### config.mk
export PLATFORM = sky130hd
export DESIGN_NAME = ysyx_22041211_mem_arbiter_flat
export DESIGN_NICKNAME = d
export VERILOG_FILES = /design/src/rtl/ysyx_22041211_mem_arbiter_if.sv /design/src/rtl/ysyx_22041211_mem_arbiter.sv /design/src/flat_wrapper.sv
export SDC_FILE = /design/constraint.sdc
export NUM_CORES = 1
export LEC_CHECK = 0
export ABC_CLOCK_PERIOD_IN_PS = 1500
export CORE_ASPECT_RATIO = 1.25
export CORE_MARGIN = 1
export CORE_UTILIZATION = 33
export DETAILED_ROUTE_END_ITERATION = 7
export PLACE_DENSITY = 0.74
export SETUP_SLACK_MARGIN = 0.1
export SLEW_MARGIN = 20
export SYNTH_ARGS = -nofsm -noshare
export SYNTH_HDL_FRONTEND = slang
export SYNTH_SLANG_ARGS = --single-unit
### constraint.sdc
create_clock -name clk -period 1.5 [get_ports clk]
set_input_delay 0.3 -clock clk [delete_from_list [all_inputs] [get_ports clk]]
set_output_delay 0.3 -clock clk [all_outputs]
set_load 0.005 [all_outputs]
### src/rtl/ysyx_22041211_mem_arbiter_if.sv
// rtl/ysyx_22041211_mem_arbiter_if.sv - request/response bundle between the masters, the arbiter and the shared SRAM port
interface ysyx_22041211_mem_arbiter_if #(
  parameter int NUM_MASTER = 2,
  parameter int DATA_LEN   = 32,
  parameter int ADDR_LEN   = 32,
  parameter int MASK_LEN   = 8
);
  logic [NUM_MASTER-1:0]          m_req_valid;
  logic [NUM_MASTER-1:0]          m_req_ready;
  logic [NUM_MASTER-1:0]          m_req_wen;
  logic [NUM_MASTER*ADDR_LEN-1:0] m_req_addr;
  logic [NUM_MASTER*DATA_LEN-1:0] m_req_wdata;
  logic [NUM_MASTER*MASK_LEN-1:0] m_req_mask;
  logic [NUM_MASTER-1:0]          m_rsp_valid;
  logic [DATA_LEN-1:0]            m_rsp_rdata;

  logic                           s_req_valid;
  logic                           s_req_ready;
  logic                           s_req_wen;
  logic [ADDR_LEN-1:0]            s_req_addr;
  logic [DATA_LEN-1:0]            s_req_wdata;
  logic [MASK_LEN-1:0]            s_req_mask;
  logic                           s_rsp_valid;
  logic [DATA_LEN-1:0]            s_rsp_rdata;

  modport arb (
    input  m_req_valid, m_req_wen, m_req_addr, m_req_wdata, m_req_mask,
    output m_req_ready, m_rsp_valid, m_rsp_rdata,
    output s_req_valid, s_req_wen, s_req_addr, s_req_wdata, s_req_mask,
    input  s_req_ready, s_rsp_valid, s_rsp_rdata
  );

  modport master (
    output m_req_valid, m_req_wen, m_req_addr, m_req_wdata, m_req_mask,
    input  m_req_ready, m_rsp_valid, m_rsp_rdata
  );

  modport slave (
    input  s_req_valid, s_req_wen, s_req_addr, s_req_wdata, s_req_mask,
    output s_req_ready, s_rsp_valid, s_rsp_rdata
  );
endinterface

### src/rtl/ysyx_22041211_mem_arbiter.sv
// rtl/ysyx_22041211_mem_arbiter.sv - N-master to 1-slave memory arbiter, one outstanding transaction
module ysyx_22041211_mem_arbiter #(
  parameter int DATA_LEN   = 32,
  parameter int ADDR_LEN   = 32,
  parameter int MASK_LEN   = 8,
  parameter int NUM_MASTER = 2,
  parameter int ARB_MODE   = 0
) (
  input  logic                    clk,
  input  logic                    rst,
  ysyx_22041211_mem_arbiter_if.arb bus,
  output logic                    proto_err
);
  localparam int IW = (NUM_MASTER > 1) ? $clog2(NUM_MASTER) : 1;

  typedef enum logic [1:0] {IDLE, SEND, WAIT, RESP} state_e;

  state_e                state_q, state_d;
  logic [IW-1:0]         grant_q, grant_d;
  logic [IW-1:0]         ptr_q, ptr_d;
  logic                  s_req_valid_q, s_req_valid_d;
  logic                  s_req_wen_q, s_req_wen_d;
  logic [ADDR_LEN-1:0]   s_req_addr_q, s_req_addr_d;
  logic [DATA_LEN-1:0]   s_req_wdata_q, s_req_wdata_d;
  logic [MASK_LEN-1:0]   s_req_mask_q, s_req_mask_d;
  logic [NUM_MASTER-1:0] m_rsp_valid_q, m_rsp_valid_d;
  logic [DATA_LEN-1:0]   m_rsp_rdata_q, m_rsp_rdata_d;
  logic                  proto_err_q, proto_err_d;

  logic [IW-1:0]         winner;
  logic                  any_valid;
  logic                  sel_wen;
  logic [ADDR_LEN-1:0]   sel_addr;
  logic [DATA_LEN-1:0]   sel_wdata;
  logic [MASK_LEN-1:0]   sel_mask;

  // Scan starts at the pointer in round-robin mode, at 0 in fixed-priority mode.
  always_comb begin : arbitrate
    int base;
    int idx;
    winner    = '0;
    any_valid = 1'b0;
    base      = (ARB_MODE == 1) ? int'(ptr_q) : 0;
    idx       = 0;
    for (int k = 0; k < NUM_MASTER; k++) begin
      idx = base + k;
      if (idx >= NUM_MASTER) idx = idx - NUM_MASTER;
      if (!any_valid && bus.m_req_valid[IW'(idx)]) begin
        any_valid = 1'b1;
        winner    = IW'(idx);
      end
    end
  end

  always_comb begin
    sel_wen   = 1'b0;
    sel_addr  = '0;
    sel_wdata = '0;
    sel_mask  = '0;
    for (int i = 0; i < NUM_MASTER; i++) begin
      if (winner == IW'(i)) begin
        sel_wen   = bus.m_req_wen[i];
        sel_addr  = bus.m_req_addr[i*ADDR_LEN +: ADDR_LEN];
        sel_wdata = bus.m_req_wdata[i*DATA_LEN +: DATA_LEN];
        sel_mask  = bus.m_req_mask[i*MASK_LEN +: MASK_LEN];
      end
    end
  end

  assign bus.m_req_ready = (state_q == IDLE && !rst && any_valid)
                         ? (NUM_MASTER'(1) << winner) : '0;

  always_comb begin
    state_d       = state_q;
    grant_d       = grant_q;
    ptr_d         = ptr_q;
    s_req_valid_d = s_req_valid_q;
    s_req_wen_d   = s_req_wen_q;
    s_req_addr_d  = s_req_addr_q;
    s_req_wdata_d = s_req_wdata_q;
    s_req_mask_d  = s_req_mask_q;
    m_rsp_valid_d = '0;
    m_rsp_rdata_d = m_rsp_rdata_q;
    proto_err_d   = proto_err_q;
    case (state_q)
      IDLE: begin
        if (bus.s_rsp_valid) proto_err_d = 1'b1;
        // The s_req_* flops double as the request latch while in SEND.
        if (any_valid) begin
          state_d       = SEND;
          grant_d       = winner;
          ptr_d         = (int'(winner) == NUM_MASTER - 1) ? '0 : winner + 1'b1;
          s_req_valid_d = 1'b1;
          s_req_wen_d   = sel_wen;
          s_req_addr_d  = sel_addr;
          s_req_wdata_d = sel_wdata;
          s_req_mask_d  = sel_mask;
        end
      end
      SEND: begin
        if (bus.s_req_ready) begin
          s_req_valid_d = 1'b0;
          s_req_wen_d   = 1'b0;
          s_req_addr_d  = '0;
          s_req_wdata_d = '0;
          s_req_mask_d  = '0;
          if (bus.s_rsp_valid) begin
            state_d       = RESP;
            m_rsp_rdata_d = bus.s_rsp_rdata;
            m_rsp_valid_d = NUM_MASTER'(1) << grant_q;
          end else begin
            state_d = WAIT;
          end
        end else if (bus.s_rsp_valid) begin
          proto_err_d = 1'b1;
        end
      end
      WAIT: begin
        if (bus.s_rsp_valid) begin
          state_d       = RESP;
          m_rsp_rdata_d = bus.s_rsp_rdata;
          m_rsp_valid_d = NUM_MASTER'(1) << grant_q;
        end
      end
      RESP: begin
        state_d = IDLE;
        if (bus.s_rsp_valid) proto_err_d = 1'b1;
      end
      default: state_d = IDLE;
    endcase
  end

  always_ff @(posedge clk) begin
    if (rst) begin
      state_q       <= IDLE;
      grant_q       <= '0;
      ptr_q         <= '0;
      s_req_valid_q <= 1'b0;
      s_req_wen_q   <= 1'b0;
      s_req_addr_q  <= '0;
      s_req_wdata_q <= '0;
      s_req_mask_q  <= '0;
      m_rsp_valid_q <= '0;
      m_rsp_rdata_q <= '0;
      proto_err_q   <= 1'b0;
    end else begin
      state_q       <= state_d;
      grant_q       <= grant_d;
      ptr_q         <= ptr_d;
      s_req_valid_q <= s_req_valid_d;
      s_req_wen_q   <= s_req_wen_d;
      s_req_addr_q  <= s_req_addr_d;
      s_req_wdata_q <= s_req_wdata_d;
      s_req_mask_q  <= s_req_mask_d;
      m_rsp_valid_q <= m_rsp_valid_d;
      m_rsp_rdata_q <= m_rsp_rdata_d;
      proto_err_q   <= proto_err_d;
    end
  end

  assign bus.s_req_valid = s_req_valid_q;
  assign bus.s_req_wen   = s_req_wen_q;
  assign bus.s_req_addr  = s_req_addr_q;
  assign bus.s_req_wdata = s_req_wdata_q;
  assign bus.s_req_mask  = s_req_mask_q;
  assign bus.m_rsp_valid = m_rsp_valid_q;
  assign bus.m_rsp_rdata = m_rsp_rdata_q;
  assign proto_err       = proto_err_q;
endmodule
### src/flat_wrapper.sv
// flat-port wrapper written by rule: the top's interface ports become plain ports
module ysyx_22041211_mem_arbiter_flat 
#(
  parameter int DATA_LEN   = 32,
  parameter int ADDR_LEN   = 32,
  parameter int MASK_LEN   = 8,
  parameter int NUM_MASTER = 2,
  parameter int ARB_MODE   = 0
)
  (clk, rst, proto_err, bus_m_req_valid, bus_m_req_wen, bus_m_req_addr, bus_m_req_wdata, bus_m_req_mask, bus_m_req_ready, bus_m_rsp_valid, bus_m_rsp_rdata, bus_s_req_valid, bus_s_req_wen, bus_s_req_addr, bus_s_req_wdata, bus_s_req_mask, bus_s_req_ready, bus_s_rsp_valid, bus_s_rsp_rdata);
  ysyx_22041211_mem_arbiter_if #(.NUM_MASTER(NUM_MASTER), .DATA_LEN(DATA_LEN), .ADDR_LEN(ADDR_LEN), .MASK_LEN(MASK_LEN)) bus_i ();
  input  logic clk;
  input  logic rst;
  output logic proto_err;
  input wire logic [$bits(bus_i.m_req_valid)-1:0] bus_m_req_valid;
  input wire logic [$bits(bus_i.m_req_wen)-1:0] bus_m_req_wen;
  input wire logic [$bits(bus_i.m_req_addr)-1:0] bus_m_req_addr;
  input wire logic [$bits(bus_i.m_req_wdata)-1:0] bus_m_req_wdata;
  input wire logic [$bits(bus_i.m_req_mask)-1:0] bus_m_req_mask;
  output wire logic [$bits(bus_i.m_req_ready)-1:0] bus_m_req_ready;
  output wire logic [$bits(bus_i.m_rsp_valid)-1:0] bus_m_rsp_valid;
  output wire logic [$bits(bus_i.m_rsp_rdata)-1:0] bus_m_rsp_rdata;
  output wire logic [$bits(bus_i.s_req_valid)-1:0] bus_s_req_valid;
  output wire logic [$bits(bus_i.s_req_wen)-1:0] bus_s_req_wen;
  output wire logic [$bits(bus_i.s_req_addr)-1:0] bus_s_req_addr;
  output wire logic [$bits(bus_i.s_req_wdata)-1:0] bus_s_req_wdata;
  output wire logic [$bits(bus_i.s_req_mask)-1:0] bus_s_req_mask;
  input wire logic [$bits(bus_i.s_req_ready)-1:0] bus_s_req_ready;
  input wire logic [$bits(bus_i.s_rsp_valid)-1:0] bus_s_rsp_valid;
  input wire logic [$bits(bus_i.s_rsp_rdata)-1:0] bus_s_rsp_rdata;
  assign bus_i.m_req_valid = bus_m_req_valid;
  assign bus_i.m_req_wen = bus_m_req_wen;
  assign bus_i.m_req_addr = bus_m_req_addr;
  assign bus_i.m_req_wdata = bus_m_req_wdata;
  assign bus_i.m_req_mask = bus_m_req_mask;
  assign bus_m_req_ready = bus_i.m_req_ready;
  assign bus_m_rsp_valid = bus_i.m_rsp_valid;
  assign bus_m_rsp_rdata = bus_i.m_rsp_rdata;
  assign bus_s_req_valid = bus_i.s_req_valid;
  assign bus_s_req_wen = bus_i.s_req_wen;
  assign bus_s_req_addr = bus_i.s_req_addr;
  assign bus_s_req_wdata = bus_i.s_req_wdata;
  assign bus_s_req_mask = bus_i.s_req_mask;
  assign bus_i.s_req_ready = bus_s_req_ready;
  assign bus_i.s_rsp_valid = bus_s_rsp_valid;
  assign bus_i.s_rsp_rdata = bus_s_rsp_rdata;
  ysyx_22041211_mem_arbiter #(.DATA_LEN(DATA_LEN), .ADDR_LEN(ADDR_LEN), .MASK_LEN(MASK_LEN), .NUM_MASTER(NUM_MASTER), .ARB_MODE(ARB_MODE)) u_core (.clk(clk), .rst(rst), .bus(bus_i), .proto_err(proto_err));
endmodule
==> impl_metrics.toml, run 1 <==
[global_route]
grt_pass1_vias = 5084
grt_overflow = 0
grt_pass1_wl_mm = 25.3
antenna_found_initial = 0
grt_max_degree = 111
gr-usage-all-layers = 0.218

[route]
postRouteAntennaNets = 0
routed_wl_mm = 17.4
drt_iter0_drc = 383
num_vias = 5121
wl_per_cell_um = 18.7
drc = 0
drt_pre_antenna_iters = 5
viasPerCell = 5.49

[logic_synthesis]
yosysSeqAreaShare = 0.470
synth_ff_type = "dfxtp_1"
synthTopCellsByArea = "dfxtp_1 (47%), nand4b_1 (14%), a21oi_1 (12%)"
syn_area_per_cell_um2 = 8.88
synth_area_mm2 = 0.00469
syn_inst = 528
yosys_warnings = 0
synth-edff-count = 0
synth-seq-cells = 110
synth_top_area_share = 0.470
synth_common_cells = "dfxtp_1 (110), a21oi_1 (109), o21ai_1 (100)"
yosysTopAreaCell = "dfxtp_1"
synth_cell_types = 31
synth_most_common_cell = "dfxtp_1"
async_reset_ff_frac = 0

[critical_path]
cp-end-kind = "flip-flop"
cp.arrival_ns = 1.86
startpoint_type = "flip-flop"
critical_path_class = "flip-flop to flip-flop"
cp_max_fo = 22
required_ns = 1.76
worstRegToRegCells = 8

[sta]
skew_ns = 0.00655
fin_setup_tns_ns = -2.40
post-route-period-util = 1.07
layout_setup_ws_ns = -0.103
fin_crit_ns = 1.60
max_freq_ghz = 0.624
rsz0062_at_grt = "true"
setup_viol = 88
maxSlewViolCount = 0
whs_ns = 0.458
hold_violations = 0

[cells_and_area]
fillers = 1186
syn2layout_area_growth_pct = 71.1
layout-drive-gt1-share = 0.195
antennaDiodeCount = 0
finalInstanceArea_mm2 = 0.00802
layout.nets = 942

[clock_tree]
root_buffer = "clkbuf_16"
clk_pin_slew_ns = 0.07
htree_num_levels = 3
clock_latency_ns = 0.34
clock_sinks = 110
cts_buffers = 9
cts_tree = "done"
clk_path_buf_depth = 2

[placement]
gp_congestion = 0.781
portBuffers = 218
place_hpwl_mm = 10.7
place_area_mm2 = 0.00722

[die]
rows = 48
start_util = 0.339
ios = 295
design.core.area_mm2 = 0.0138
fp.dieH_um = 135
fp.dieW_um = 109
die_area_mm2 = 0.0147

[outcome]
violations = "setup timing"
status = "finished with violations"

[power_and_ir_drop]
p_leak_nw = 3.54
peakVddDrop_mv = 0.876
p_per_area_mw_per_mm2 = 1670

[hold_path]
hp-class = "flip-flop to flip-flop"
min_path_cells = 2

[run]
maxCapViolCount = 0
[worst max-delay path, stage by stage (launching register included)]
cell and delay, ns:
dfxtp_2 0.35, inv_4 0.05, buf_6 0.11, ha_4 0.21, mux2i_4 0.19, buf_12 0.21, buf_12 0.15, o21ai_1 0.08
a21oi_1 0.16
[registers in the layout, indices dropped and copies added (netlist names), 2 cells and up]
signal and cells:
u_core.bus.m_rsp_rdata 32, u_core.bus.s_req_addr 32, u_core.bus.s_req_wdata 32, u_core.bus.s_req_mask 8, u_core.state_q 2
[per-layer routing]
layer / GRT usage / share of wire / vias up
met5: 0 / 0 / -
met2: 0.391 / 0.51 / 221
met1: 0.250 / 0.39 / 2465
met4: 0.0788 / 0.019 / 0
met3: 0.0500 / 0.073 / 28
li1: - / - / 2407
[cell usage in the layout, fill, tap and decap left out, drive strengths merged]
master	count
dlymetal6s2s	27
nor2b	3
ha	5
dfxtp	110
nand4	1
nand3	32
inv	3
nand2b	3
buf	58
dlygate4sd2	82
or2	1
a21oi	109
clkbuf	14
a221oi	1
clkdlybuf4s50	107
nor2	1
nand4b	73
o21ai	106
mux2i	3
mux2	2
bufinv	1
clkinvlp	4
o31ai	1
bufbuf	1
a211oi	1
nand2	1
and2b	2
nor3	2
o2111ai	1
and2	1
conb	2
[repair_timing]
action	in CTS	in global routing
cloned	5	4
hold buffers	0	0
endpoints found under the setup margin	218	137
gates resized for setup	128	70
pin swaps	15	11
setup buffers	4	4
[layout make-up]
type	count	area, um2	share of cell area
clock inverters	5	60.1	0.00749
multi-input cells	351	2360	0.294
inverters	3	16.3	0.00203
clock buffers	11	233	0.0290
repair buffers	278	2900	0.361
well taps	175	219	0.0273
flip-flops and latches	110	2240	0.279
[kinds of logic (layout without fill, tap and decap cells)]
logic type               after synthesis  count (layout)  synth area share
AO/OA/AOI/OAI                        219             219             0.237
adder cells (fa/ha/maj)                5               5            0.0133
buffers and inverters                 70             297            0.0798
flip-flops                           110             110             0.470
multiplexers                           4               5            0.0112
other                                  1               2          0.000800
AND/OR/NAND/NOR                      119             120             0.188
[final timing paths]
kind | start | end | slack (ns)
setup / recovery | u_core.state_q[1] | u_core.bus.s_req_addr[12] | -0.10
hold / removal | u_core.bus.s_req_mask[6] | u_core.bus.s_req_mask[6] | 0.46
hold reg to reg | u_core.bus.s_req_mask[6] | u_core.bus.s_req_mask[6] | 0.46
setup reg to reg | u_core.state_q[1] | u_core.bus.s_req_addr[12] | -0.10
[power by group]
group | switching [mW] | total [mW] | internal [mW]
Sequential | 0.335 | 3.89 | 3.56
Clock | 1.07 | 2.37 | 1.30
Combinational | 3.49 | 7.09 | 3.61
Total | 4.89 | 13.4 | 8.46
[through the flow]
step	utilization	worst slack [ns]	std cells	power (mW)
after detailed placement	0.523	-0.400	900	9.98
after floorplan	-	0.0925	529	7.20
after global placement	0.523	-0.400	900	9.76
after global routing	0.580	-0.159	933	14.1
final	0.580	-0.103	933	13.4
after CTS	0.556	-0.0591	925	12.9
Note: power is estimated with default switching activity, not from simulation.
==> run 2: changes to the inputs <==
--- a/config.mk
+++ b/config.mk
@@ -11,6 +11,7 @@
 export CORE_UTILIZATION = 33
 export DETAILED_ROUTE_END_ITERATION = 7
 export PLACE_DENSITY = 0.74
+export RECOVER_POWER = 100
 export SETUP_SLACK_MARGIN = 0.1
 export SLEW_MARGIN = 20
 export SYNTH_ARGS = -nofsm -noshare
==> run 2 against run 1 <==
  * The flow still finishes with violations (setup timing)
  * Flip-flop and latch count is the same
  * Hold slack got worse by 0.00088 ns
  * First-iteration DRC count down 2.6%
  * Final cell count is the same
  * Core utilization about the same
  * Sequential power is essentially flat
  * Via count grew 0.43%
  * Maximum frequency is essentially flat
  * Final area hardly changed
  * Critical path type unchanged
  * Largest power group unchanged
==> impl_metrics.toml, run 2 (synthesis gave the netlist of run 1 again) <==
[cells_and_area]
final_cell_mix = "a21oi_1 (108), clkdlybuf4s50_1 (107), dfxtp_1 (84)"
layout-drive-gt1-share = 0.193
layout.nets = 942
antennaDiodeCount = 0
final_common_cell = "a21oi_1"
final_core_util = 0.580
syn2layout_area_growth_pct = 71.0

[outcome]
violations = "setup timing"
status = "finished with violations"

[critical_path]
startpoint_type = "flip-flop"
cp_max_fo = 22
cp_common_cell = "buf_12"
slowest_delay_ns = 0.35
crit_slowest_cell = "dfxtp_2"
cp.arrival_ns = 1.86
path_delay_family = "buffers and inverters"
critical_path_class = "flip-flop to flip-flop"
cp-end-kind = "flip-flop"
crit_chain = "inv_4 -> buf_6 -> ha_4 -> mux2i_4 -> buf_12 -> buf_12 -> o21ai_1 -> a21oi_1"
required_ns = 1.76
path_buf_inv = 4

[clock_tree]
clock_sinks = 110
clk_pin_slew_ns = 0.07
cts_tree = "done"
clk_path_buf_depth = 2
cts_buffers = 9
root_buffer = "clkbuf_16"
clock_latency_ns = 0.34
htree_num_levels = 3

[global_route]
antenna_found_initial = 0
gr-usage-all-layers = 0.218
grt_overflow = 0
grt_pass1_wl_mm = 25.3
grt_pass1_vias = 5084
grt_max_degree = 111

[placement]
portBuffers = 218
place_hpwl_mm = 10.7
gp_congestion = 0.781

[die]
fp.dieH_um = 135
rows = 48
start_util = 0.339
fp.dieW_um = 109
design.core.area_mm2 = 0.0138
ios = 295
die_area_mm2 = 0.0147

[route]
drt_iter0_drc = 373
postRouteAntennaNets = 0
drt_pre_antenna_iters = 5
wl_per_cell_um = 18.7
routed_wl_mm = 17.5
viasPerCell = 5.51
drc = 0
num_vias = 5143

[power_and_ir_drop]
power_mw = 13.4
p_per_area_mw_per_mm2 = 1670
p_leak_nw = 3.52
peakVddDrop_mv = 0.877

[sta]
post-route-period-util = 1.07
maxSlewViolCount = 0
setup_viol = 88
hold_violations = 0
skew_ns = 0.00590
rsz0062_at_grt = "true"
layout_setup_ws_ns = -0.104
max_freq_ghz = 0.623
fin_crit_ns = 1.60

[hold_path]
hp-class = "flip-flop to flip-flop"

[run]
maxCapViolCount = 0
[run 2: path summary, 6_finish.rpt]
kind | depth (start not counted) | from | slack, ns | end
setup / recovery | 8 | u_core.state_q[1] | -0.10 | u_core.bus.s_req_addr[12]
hold / removal | 2 | u_core.bus.s_req_mask[6] | 0.46 | u_core.bus.s_req_mask[6]
setup reg to reg | 8 | u_core.state_q[1] | -0.10 | u_core.bus.s_req_addr[12]
hold reg to reg | 2 | u_core.bus.s_req_mask[6] | 0.46 | u_core.bus.s_req_mask[6]
[run 2: area by class of cell]
cell class	instances	area (um2)
multi-input cells	351	2360
well taps	175	219
clock inverters	5	60.1
inverters	3	16.3
repair buffers	278	2890
flip-flops and latches	110	2230
clock buffers	11	233
fillers	1188	5800
[run 2: stage by stage]
step	setup TNS [ns]	area (um2)	std cells	hold WS, ns	worst slack [ns]
finish	-2.43	8010	933	0.457	-0.104
global route	-8.64	8010	933	0.474	-0.159
CTS	-2.11	7680	925	0.478	-0.0591
detailed placement	-29.51	7220	900	0.468	-0.400
global placement	-24.20	7220	900	0.454	-0.400
floorplan	0	4730	529	0.448	0.0925
[run 2: what timing repair did]
| action | 4_1_cts | 5_1_grt |
|---|---|---|
| hold endpoints to repair | 0 | 0 |
| resized for setup | 128 | 70 |
| cloned | 5 | 4 |
| setup buffers | 4 | 4 |
| pin swaps | 15 | 11 |
| setup endpoints to repair | 218 | 137 |
| hold buffers | 0 | 0 |
[run 2: metal layers]
layer	vias to the layer above	part of all wire	track usage
met1	2480	0.39	0.250
met5	-	0	0
li1	2411	-	-
met4	0	0.020	0.0788
met3	28	0.073	0.0500
met2	224	0.51	0.391
[run 2: where the power goes]
group	switching [mW]	internal (mW)	leakage, nW	total, mW
Sequential	0.336	3.55	0.907	3.89
Combinational	3.49	3.61	2.48	7.09
Clock	1.07	1.30	0.128	2.37
[run 2: tightest hold or removal path: stages, from the launching register on]
cell     delay [ns]
dfxtp_1        0.32
o21ai_2        0.05
a21oi_1        0.05
==> run 3: changes to the inputs <==
--- a/config.mk
+++ b/config.mk
@@ -6,8 +6,9 @@
 export NUM_CORES = 1
 export LEC_CHECK = 0
 export ABC_CLOCK_PERIOD_IN_PS = 1500
-export CORE_ASPECT_RATIO = 1.25
-export CORE_MARGIN = 1
+export CAP_MARGIN = 0
+export CORE_ASPECT_RATIO = 0.7
+export CORE_MARGIN = 2
 export CORE_UTILIZATION = 33
 export DETAILED_ROUTE_END_ITERATION = 7
 export PLACE_DENSITY = 0.74
==> run 3 against run 2 <==
  * The run still ends with setup timing left
  * Final cell count increased by 0.21%
  * Largest power group unchanged
  * Routed wire length down 4.9%
  * Combinational power decreased by 3.1%
  * Critical endpoint is now u_core.bus.s_req_addr[8]
==> impl_metrics.toml, run 3 (synthesis gave the netlist of run 1 again) <==
[outcome]
status = "finished with violations"
violations = "setup timing"

[cells_and_area]
antennaDiodeCount = 0
final_cell_mix = "clkdlybuf4s50_1 (108), dfxtp_1 (108), dlygate4sd2_1 (107)"
layout-drive-gt1-share = 0.172
syn2layout_area_growth_pct = 67.5
multi_input_area_mm2 = 0.00244
layout.nets = 929
seq_area_mm2 = 0.00220
fillers = 1237

[sta]
rsz0062_at_grt = "true"
layout_setup_ws_ns = -0.116
maxSlewViolCount = 0
max_freq_ghz = 0.619
skew_ns = 0.00821
fin_crit_ns = 1.62
whs_ns = 0.464
post-route-period-util = 1.08
hold_violations = 0
setup_viol = 87

[critical_path]
path_delay_family = "buffers and inverters"
critical_path_class = "flip-flop to flip-flop"
required_ns = 1.76
path_buf_inv = 4
crit_chain = "inv_2 -> buf_6 -> ha_4 -> mux2i_4 -> buf_12 -> buf_16 -> o21ai_1 -> a21oi_1"
cp.arrival_ns = 1.88
startpoint_type = "flip-flop"
crit_slowest_cell = "dfxtp_2"
cp-end-kind = "flip-flop"
slowest_delay_ns = 0.35
cp_max_fo = 13

[clock_tree]
clk_path_buf_depth = 2
htree_num_levels = 3
clock_latency_ns = 0.35
cts_buffers = 9
clock_sinks = 110
clk_pin_slew_ns = 0.07
root_buffer = "clkbuf_16"
hold_buffers = 0
cts_tree = "done"

[hold_path]
hp-class = "flip-flop to flip-flop"

[route]
drt_iter0_drc = 395
viasPerCell = 5.39
wl_per_cell_um = 17.7
routed_wl_mm = 16.6
num_vias = 5035
drc = 0
drt_pre_antenna_iters = 5
postRouteAntennaNets = 0

[power_and_ir_drop]
peakVddDrop_mv = 1.08
p_per_area_mw_per_mm2 = 1690
p_leak_nw = 3.13
power_mw = 13.2

[die]
design.core.area_mm2 = 0.0139
fp.dieH_um = 104
ios = 295
die_area_mm2 = 0.0152
start_util = 0.337
fp.dieW_um = 146
rows = 36

[placement]
place_hpwl_mm = 10.3
portBuffers = 218
gp_congestion = 0.831

[global_route]
antenna_found_initial = 0
grt_overflow = 0
gr-usage-all-layers = 0.212
grt_pass1_vias = 4925
grt_max_degree = 111
grt_pass1_wl_mm = 26.3

[run]
maxCapViolCount = 0
[run 3: layout make-up]
cell class,count,area share
multi-input cells,351,0.311
clock inverters,6,0.0100
repair buffers,265,0.336
inverters,3,0.00175
clock buffers,10,0.0304
well taps,190,0.0303
flip-flops and latches,110,0.281
[run 3: power by group]
group	internal (mW)	total [mW]	switching [mW]
registers	3.53	3.85	0.325
logic	3.36	6.87	3.51
clock network	1.37	2.51	1.14
total	8.26	13.2	4.97
[run 3: worst paths after layout]
path	startpoint	end	slack, ns	depth (start not counted)
min	u_core.bus.s_req_mask[0]	u_core.bus.s_req_mask[0]	0.46	2
min reg2reg	u_core.bus.s_req_mask[0]	u_core.bus.s_req_mask[0]	0.46	2
max	u_core.state_q[1]	u_core.bus.s_req_addr[8]	-0.12	8
max reg2reg	u_core.state_q[1]	u_core.bus.s_req_addr[8]	-0.12	8
[run 3: worst min-delay path, stage by stage (launching register included)]
cell	delay (ns)
dfxtp_1	0.32
o21ai_2	0.05
a21oi_1	0.05
[run 3: per-stage QoR]
step	area (um2)	TNS [ns]	utilization	std cells	setup WS, ns
after detailed placement	7170	-29.54	0.515	907	-0.419
after floorplan	4730	0	-	529	0.0925
after global placement	7170	-26.01	0.515	907	-0.399
final	7850	-3.53	0.564	935	-0.116
after global routing	7850	-9.00	0.564	935	-0.143
after CTS	7760	-2.84	0.558	933	-0.0674
[run 3: metal layers]
metal	wire (um)	GRT usage
met5	0	0
met4	223	0.0499
met3	1160	0.0608
met2	7840	0.351
met1	7360	0.274
[run 3: what timing repair did]
| item | 4_1_cts | 5_1_grt |
|---|---|---|
| setup buffers | 4 | 2 |
| gates resized for setup | 198 | 29 |
| endpoints found under the setup margin | 217 | 111 |
| pin swaps | 7 | 8 |
| cloned | 6 | 0 |
